[config.mk]
export PLATFORM = sky130hd
export DESIGN_NAME = sized_fifo_loopy
export DESIGN_NICKNAME = d
export VERILOG_FILES = /design/src/rtl/sized_fifo_loopy_pkg.sv /design/src/rtl/sized_fifo_loopy_ram.sv /design/src/rtl/sized_fifo_loopy.sv
export SDC_FILE = /design/constraint.sdc
export NUM_CORES = 1
export LEC_CHECK = 0
export ABC_AREA = 0
export CAP_MARGIN = 20
export CELL_PAD_IN_SITES_DETAIL_PLACEMENT = 2
export CELL_PAD_IN_SITES_GLOBAL_PLACEMENT = 2
export CORE_MARGIN = 8
export CORE_UTILIZATION = 40
export DETAILED_ROUTE_END_ITERATION = 8
export PLACE_DENSITY_LB_ADDON = 0.2
export SETUP_SLACK_MARGIN = 0.5
export SLEW_MARGIN = 40
export SYNTH_ARGS = -nofsm -noshare
export SYNTH_HDL_FRONTEND = slang
export SYNTH_SLANG_ARGS = --single-unit
[constraint.sdc]
create_clock -name CLK -period 3.73 [get_ports CLK]
set_input_delay 0.746 -clock CLK [delete_from_list [all_inputs] [get_ports CLK]]
set_output_delay 0.746 -clock CLK [all_outputs]
set_load 0.01 [all_outputs]
[src/rtl/sized_fifo_loopy_pkg.sv]
// Shared constants and helpers for the sized_fifo_loopy slice.
package sized_fifo_loopy_pkg;

   localparam int DEF_DATA_WIDTH = 8;
   localparam int DEF_DEPTH      = 4;

   // Ceiling log2; returns 0 for v <= 1.
   function automatic int clog2(input int v);
      int r;
      int x;
      r = 0;
      x = 1;
      while (x < v) begin
         x = x * 2;
         r = r + 1;
      end
      return r;
   endfunction

endpackage

[src/rtl/sized_fifo_loopy_ram.sv]
// DEPTH x DATA_WIDTH storage: one synchronous write port, one asynchronous read port.
module sized_fifo_loopy_ram #(
   parameter int DATA_WIDTH = 8,
   parameter int DEPTH      = 4,
   parameter int ADDR_WIDTH = 2
) (
   input  logic                  CLK,
   input  logic                  WE,
   input  logic [ADDR_WIDTH-1:0] WADDR,
   input  logic [DATA_WIDTH-1:0] WDATA,
   input  logic [ADDR_WIDTH-1:0] RADDR,
   output logic [DATA_WIDTH-1:0] RDATA
);

   logic [DATA_WIDTH-1:0] mem [DEPTH];

   always_ff @(posedge CLK) begin
      if (WE) mem[WADDR] <= WDATA;
   end

   assign RDATA = mem[RADDR];

endmodule

[src/rtl/sized_fifo_loopy.sv]
// Sized FIFO whose FULL_N combinationally admits ENQ when DEQ frees a slot the same cycle.
module sized_fifo_loopy
   import sized_fifo_loopy_pkg::*;
#(
   parameter int DATA_WIDTH  = DEF_DATA_WIDTH,
   parameter int DEPTH       = DEF_DEPTH,
   parameter int AFULL_LEVEL = DEPTH - 1,
   parameter int CNT_WIDTH   = clog2(DEPTH + 1)
) (
   input  logic                  CLK,
   input  logic                  RST_N,
   input  logic                  ENQ,
   input  logic [DATA_WIDTH-1:0] D_IN,
   output logic                  FULL_N,
   input  logic                  DEQ,
   output logic [DATA_WIDTH-1:0] D_OUT,
   output logic                  EMPTY_N,
   input  logic                  CLR,
   output logic [CNT_WIDTH-1:0]  COUNT,
   output logic                  ALMOST_FULL
);

   localparam int                   PTR_WIDTH = clog2(DEPTH);
   localparam logic [CNT_WIDTH-1:0] DEPTH_C   = CNT_WIDTH'(DEPTH);
   localparam logic [CNT_WIDTH-1:0] AFULL_C   = CNT_WIDTH'(AFULL_LEVEL);
   localparam logic [PTR_WIDTH-1:0] LAST_PTR  = PTR_WIDTH'(DEPTH - 1);

`ifdef BSV_NO_INITIAL_BLOCKS
   logic [PTR_WIDTH-1:0] head_r;
   logic [PTR_WIDTH-1:0] tail_r;
   logic [CNT_WIDTH-1:0] count_r;
   logic                 empty_n_r;
   logic                 afull_r;
`else
   logic [PTR_WIDTH-1:0] head_r    = '0;
   logic [PTR_WIDTH-1:0] tail_r    = '0;
   logic [CNT_WIDTH-1:0] count_r   = '0;
   logic                 empty_n_r = 1'b0;
   logic                 afull_r   = 1'b0;
`endif

   logic                 enq_ok;
   logic                 deq_ok;
   logic [CNT_WIDTH-1:0] count_nxt;
   logic [PTR_WIDTH-1:0] head_nxt;
   logic [PTR_WIDTH-1:0] tail_nxt;

   assign FULL_N      = (count_r != DEPTH_C) || DEQ;
   assign enq_ok      = ENQ && FULL_N && !CLR;
   assign deq_ok      = DEQ && empty_n_r && !CLR;
   assign EMPTY_N     = empty_n_r;
   assign COUNT       = count_r;
   assign ALMOST_FULL = afull_r;

   always_comb begin
      count_nxt = count_r;
      head_nxt  = head_r;
      tail_nxt  = tail_r;
      if (CLR) begin
         count_nxt = '0;
         head_nxt  = '0;
         tail_nxt  = '0;
      end else begin
         if (enq_ok && !deq_ok) count_nxt = count_r + CNT_WIDTH'(1);
         if (deq_ok && !enq_ok) count_nxt = count_r - CNT_WIDTH'(1);
         if (enq_ok) tail_nxt = (tail_r == LAST_PTR) ? '0 : tail_r + PTR_WIDTH'(1);
         if (deq_ok) head_nxt = (head_r == LAST_PTR) ? '0 : head_r + PTR_WIDTH'(1);
      end
   end

   // Flags are derived from next-state occupancy so all three agree every cycle.
   always_ff @(posedge CLK or negedge RST_N) begin
      if (!RST_N) begin
         head_r    <= '0;
         tail_r    <= '0;
         count_r   <= '0;
         empty_n_r <= 1'b0;
         afull_r   <= 1'b0;
      end else begin
         head_r    <= head_nxt;
         tail_r    <= tail_nxt;
         count_r   <= count_nxt;
         empty_n_r <= (count_nxt != '0);
         afull_r   <= (count_nxt >= AFULL_C);
      end
   end

   sized_fifo_loopy_ram #(
      .DATA_WIDTH (DATA_WIDTH),
      .DEPTH      (DEPTH),
      .ADDR_WIDTH (PTR_WIDTH)
   ) u_ram (
      .CLK   (CLK),
      .WE    (enq_ok),
      .WADDR (tail_r),
      .WDATA (D_IN),
      .RADDR (head_r),
      .RDATA (D_OUT)
   );

`ifndef SYNTHESIS
   always_ff @(posedge CLK) begin
      if (RST_N && !CLR) begin
         if (ENQ && !FULL_N)
            $warning("%m: ENQ dropped while FIFO full");
         if (DEQ && !empty_n_r)
            $warning("%m: DEQ ignored while FIFO empty");
      end
   end
`endif

endmodule

* Yosys cells after proc, flatten, opt, wreduce, memory -nomap -nowiden
Memories as Yosys holds them, arrays and structs flattened.
Cells that the tools add are included.
** Operators by class
- $add $sub $neg :: 4
- Order comparisons :: 1
- Eq/ne operators :: 3
- Muxes and demuxes :: 11
- Reduce and logical (&&, ||, !) cells :: 13
** Operators by type and width (number)
- 2-bit 2-to-1 mux :: 6
- 3-bit 2-to-1 mux :: 3
- 1-bit logical AND :: 6
- 2-bit by 1-bit adder with 2-bit output, second input constant :: 2
- 2-bit equality test, second input constant :: 2
- 2-bit nonzero test :: 2
- 3-bit by 1-bit adder with 3-bit output, second input constant :: 1
- 3-bit by 2-bit >= comparator with 1-bit output, second input constant :: 1
- 1-bit zero test :: 3
- 3-bit inequality test, second input constant :: 1
- 3-bit nonzero test :: 1
- 3-bit by 1-bit subtractor with 3-bit output, second input constant :: 1
- 1-bit 2-to-1 mux :: 2
- 1-bit logical OR :: 1
** Storage, ports and cells
- Flip-flop bits (word level) :: 9
- RAM bits :: 32
- Input port bits :: 13
- Logic and storage cells :: 38
- Memories :: 1
** Memory list
- u_ram.mem :: depth 4, width 8, rd ports 1, clocked after memory_dff 0, write ports 1, RTL line sized_fifo_loopy_ram.sv:15 : logic [DATA_WIDTH-1:0] mem [DEPTH];

* Logic depth before layout (Yosys ltp)
- Word-level depth :: 9
- Gate-level depth with buffers :: 6
- Gate-level depth less buffers :: 6

* By module
From an unflattened synthesis, not the netlist that was laid out.
** Second synthesis, totals
- Cell total of the unflattened synthesis :: 106
- Area total of the unflattened synthesis :: 1790.5 um^2
** Modules (own cells, without submodules)
- sized_fifo_loopy_ram :: times used 1, cells an instance 46, area each 1188.6 um^2, sequential area each 960.9 um^2
- sized_fifo_loopy :: times used 1, cells an instance 60, area each 601.8 um^2, sequential area each 225.2 um^2

* Least setup slack after synthesis
OpenSTA, ideal clock, no wires.
- Path type :: reg-to-output
- From :: register head_r[0]
- To :: output D_OUT[0]
- Arrival time :: 1.147 ns
- Data required time :: 2.984 ns
- Setup slack :: 1.837 ns
- Cell stages (with the launch flop) :: 3
- Buffers on the path :: 1
- Path through :: dfrtp_1 > buf_2 > mux4_2
** On the way
- Word-level cells in the longest chain between the ends :: 1
** Ends and longest elaborated chain
- start, declared :: RTL line sized_fifo_loopy.sv:35 : logic [PTR_WIDTH-1:0] head_r = '0;
- start signal, assigned :: RTL line sized_fifo_loopy.sv:80 : head_r <= head_nxt;
- memory 4 x 8 bit
- end, declared :: RTL line sized_fifo_loopy.sv:16 : output logic [DATA_WIDTH-1:0] D_OUT,
Every way passes these cells.

* Worst setup path after layout
- From :: register head_r[0]
- To :: output D_OUT[5]
The elaborated chain is that of the path after synthesis.

==> flow_metrics.py <==
metrics = {
    "run_status": {
        "status": "finished, final reports clean",
    },
    "route": {
        "ant_nets": 0,
        "drtIter0Drc": 28,
        "wire_per_inst_um": 21.6,
        "routed_wl_mm": 4.22,
        "drc_errors": 0,
        "viasPerCell": 5.54,
        "dr_total_vias": 1086,
        "drt-pass1-iter-count": 4,
    },
    "critical_path": {
        "max_stage_delay_ps": 730,
        "critPathKind": "flip-flop to output port",
        "crit_path_cell_trace": "mux4_2 > clkdlybuf4s50_1",
        "slowest_stage": "dfrtp_1",
        "cp.arrival_ps": 2120,
        "worst_setup_path_start_kind": "flip-flop",
        "crit_required_ps": 2980,
        "crit_fanout": 11,
        "critPathCaptureType": "output port",
    },
    "grt": {
        "grt_first_pass_wirelength_mm": 7.03,
        "grt_util_met3_pct": 4.39,
        "grt_max_degree": 13,
        "met1_usage_pct": 15.4,
        "grt_antenna_before_repair": 0,
        "grt_pass1_vias": 1231,
        "grt_busiest_layer": "met2",
        "overflow": 0,
        "grtUsageTotal_pct": 13.0,
        "use_met2_pct": 21.5,
    },
    "synth": {
        "synth_largest_area_cell": "edfxtp_1",
        "synthArstFlopShare_pct": 22.0,
        "synth.distinct_cells": 31,
        "ys_warn_count": 0,
        "yosys-top-cells-count": "edfxtp_1, dfrtp_1, nand2_1, ha_1, mux4_2",
        "synth-seq-cells": 41,
        "syn-cell-area_um2": 1810,
        "yosysSeqAreaShare_pct": 65.7,
        "synthesis.nets": 134,
        "synth_top_area_share_pct": 53.2,
        "syn_area_per_cell_um2": 16.0,
        "synth_top_cells_by_area": "edfxtp_1, dfrtp_1, mux4_2, ha_1, nand2_1",
        "synth.most_common_cell": "edfxtp_1",
        "synth_ff_type": "edfxtp_1",
        "syn_inst": 113,
        "synth_edf_count": 32,
    },
    "cts": {
        "clockBufferDepth": 2,
        "clk_latency_ps": 290,
        "cts_resized": 0,
        "hold_buffers": 0,
        "cts_buffers": 5,
        "numClockSinks": 41,
        "htreeDepth": 2,
        "cts_tree": "done",
        "cts_setup_buffers": 0,
        "cts.clk_slew.worst_paths_ps": 80,
        "clockRootBuffer": "clkbuf_8",
    },
    "timing": {
        "final_hold_viol_count": 0,
        "rsz0062_at_grt": "no",
        "fmax_ghz": 0.349,
        "worstMarginPinSlew_ps": 600,
        "fin_worst_skew_ps": 4.49,
        "hold_slack_ps": 578,
        "finalCritPeriodShare_pct": 76.9,
        "slew_headroom_pct": 60.0,
        "setup_violations": 0,
        "finalSetupTns_ps": 0,
        "slew_viol_final": 0,
        "period_minus_slack_ps": 2870,
    },
    "placement": {
        "port_buffers": 26,
        "place_hpwl_mm": 3.23,
        "place.gp.congestion": 0.737,
    },
    "power": {
        "total_power_mw": 1.02,
        "power_leakage_nw": 0.798,
        "power_density_nw_per_um2": 458,
        "ir_drop_uv": 213,
    },
    "floorplanning": {
        "coreArea_um2": 4350,
        "ios": 27,
        "die_height_um": 83.2,
        "dieWidth_um": 83.2,
        "rows": 24,
        "dieArea_um2": 6920,
        "start_util_pct": 41.5,
    },
    "final_layout": {
        "synthToLayoutAreaGrowth_pct": 23.4,
        "nNetsFinal": 164,
        "fill_cells": 404,
        "drive_above_1_share_pct": 13.2,
        "diodes": 0,
    },
    "min_path": {
        "hp-class": "flip-flop to flip-flop",
    },
    "flow_run": {
        "maxCapViolCount": 0,
    },
}
## stage by stage
step                      instance area (µm²)  instances  utilization (%)  worst slack [ps]
after floorplan                          1810        113                -              1840
after global placement                   2120        188             48.7               975
after detailed placement                 2120        188             48.7               930
after CTS                                2230        196             51.1               797
after global routing                     2230        196             51.1               701
final                                    2230        196             51.1               861
## worst paths after layout
path                            startpoint  slack, ps              end  cells after the start
worst max-delay path             head_r[0]        860         D_OUT[5]                      2
worst min-delay path             tail_r[1]        580        tail_r[1]                      2
worst max register to register    COUNT[0]       1550  u_ram.mem[1][2]                      6
worst min register to register   tail_r[1]        580        tail_r[1]                      2
max in group asynchronous            RST_N       2640         COUNT[2]                      1
min in group asynchronous            RST_N        770         COUNT[1]                      1
## routing by layer
metal  wire [µm]  up-vias
li1            -      493
met1        1780      561
met2        2160       26
met3         226        6
met4          57        0
met5           0        -
## sequential cells by signal (all words and copies together) (netlist names)
register and flops:
u_ram.mem 32, COUNT 3, head_r 2, tail_r 2
ALMOST_FULL 1, EMPTY_N 1
## layout by cell type, fill, tap and decap left out, types with 2 or more instances in the layout
master,instances
a21oi_1,5
a31oi_1,2
and2_1,4
clkbuf_8,5
clkdlybuf4s50_1,26
dfrtp_1,9
edfxtp_1,32
ha_1,8
inv_1,4
mux4_2,8
nand2_1,9
nand3_1,2
nand4_1,4
nor2_1,4
nor2b_1,2
or3_1,2
## cell families (layout without fill, tap and decap cells)
| group | Yosys count | after routing | synth area share [%] |
|---|---|---|---|
| xor+xnor | 1 | 1 | 0.485 |
| compound gates | 12 | 12 | 4.78 |
| buf+inv | 8 | 39 | 1.80 |
| simple gates | 35 | 35 | 11.7 |
| mux | 8 | 8 | 9.98 |
| fa+ha+maj | 8 | 8 | 5.54 |
| flops | 41 | 41 | 65.7 |
## critical path: cells and delay by family, from the launching register on
| kind | cells | cell delay [ps] |
|---|---|---|
| flops | 1 | 730 |
| mux | 1 | 590 |
| buf+inv | 1 | 510 |
## power breakdown
group	switching (mW)	internal, mW	leakage, nW
sequential	0.0200	0.512	0.412
combinational	0.0670	0.0787	0.332
clock	0.145	0.197	0.0528
total	0.232	0.788	0.798
## area by class of cell
type,instances,area [µm²],area share (%)
Inverter,4,15.0,0.674
Tap cell,52,65.1,2.92
Clock inverter,2,33.8,1.52
Sequential cell,41,1190,53.3
Clock buffer,6,72.6,3.26
Multi-Input combinational cell,64,587,26.3
Timing Repair Buffer,27,268,12.0
(Power assumes the default switching activity.)
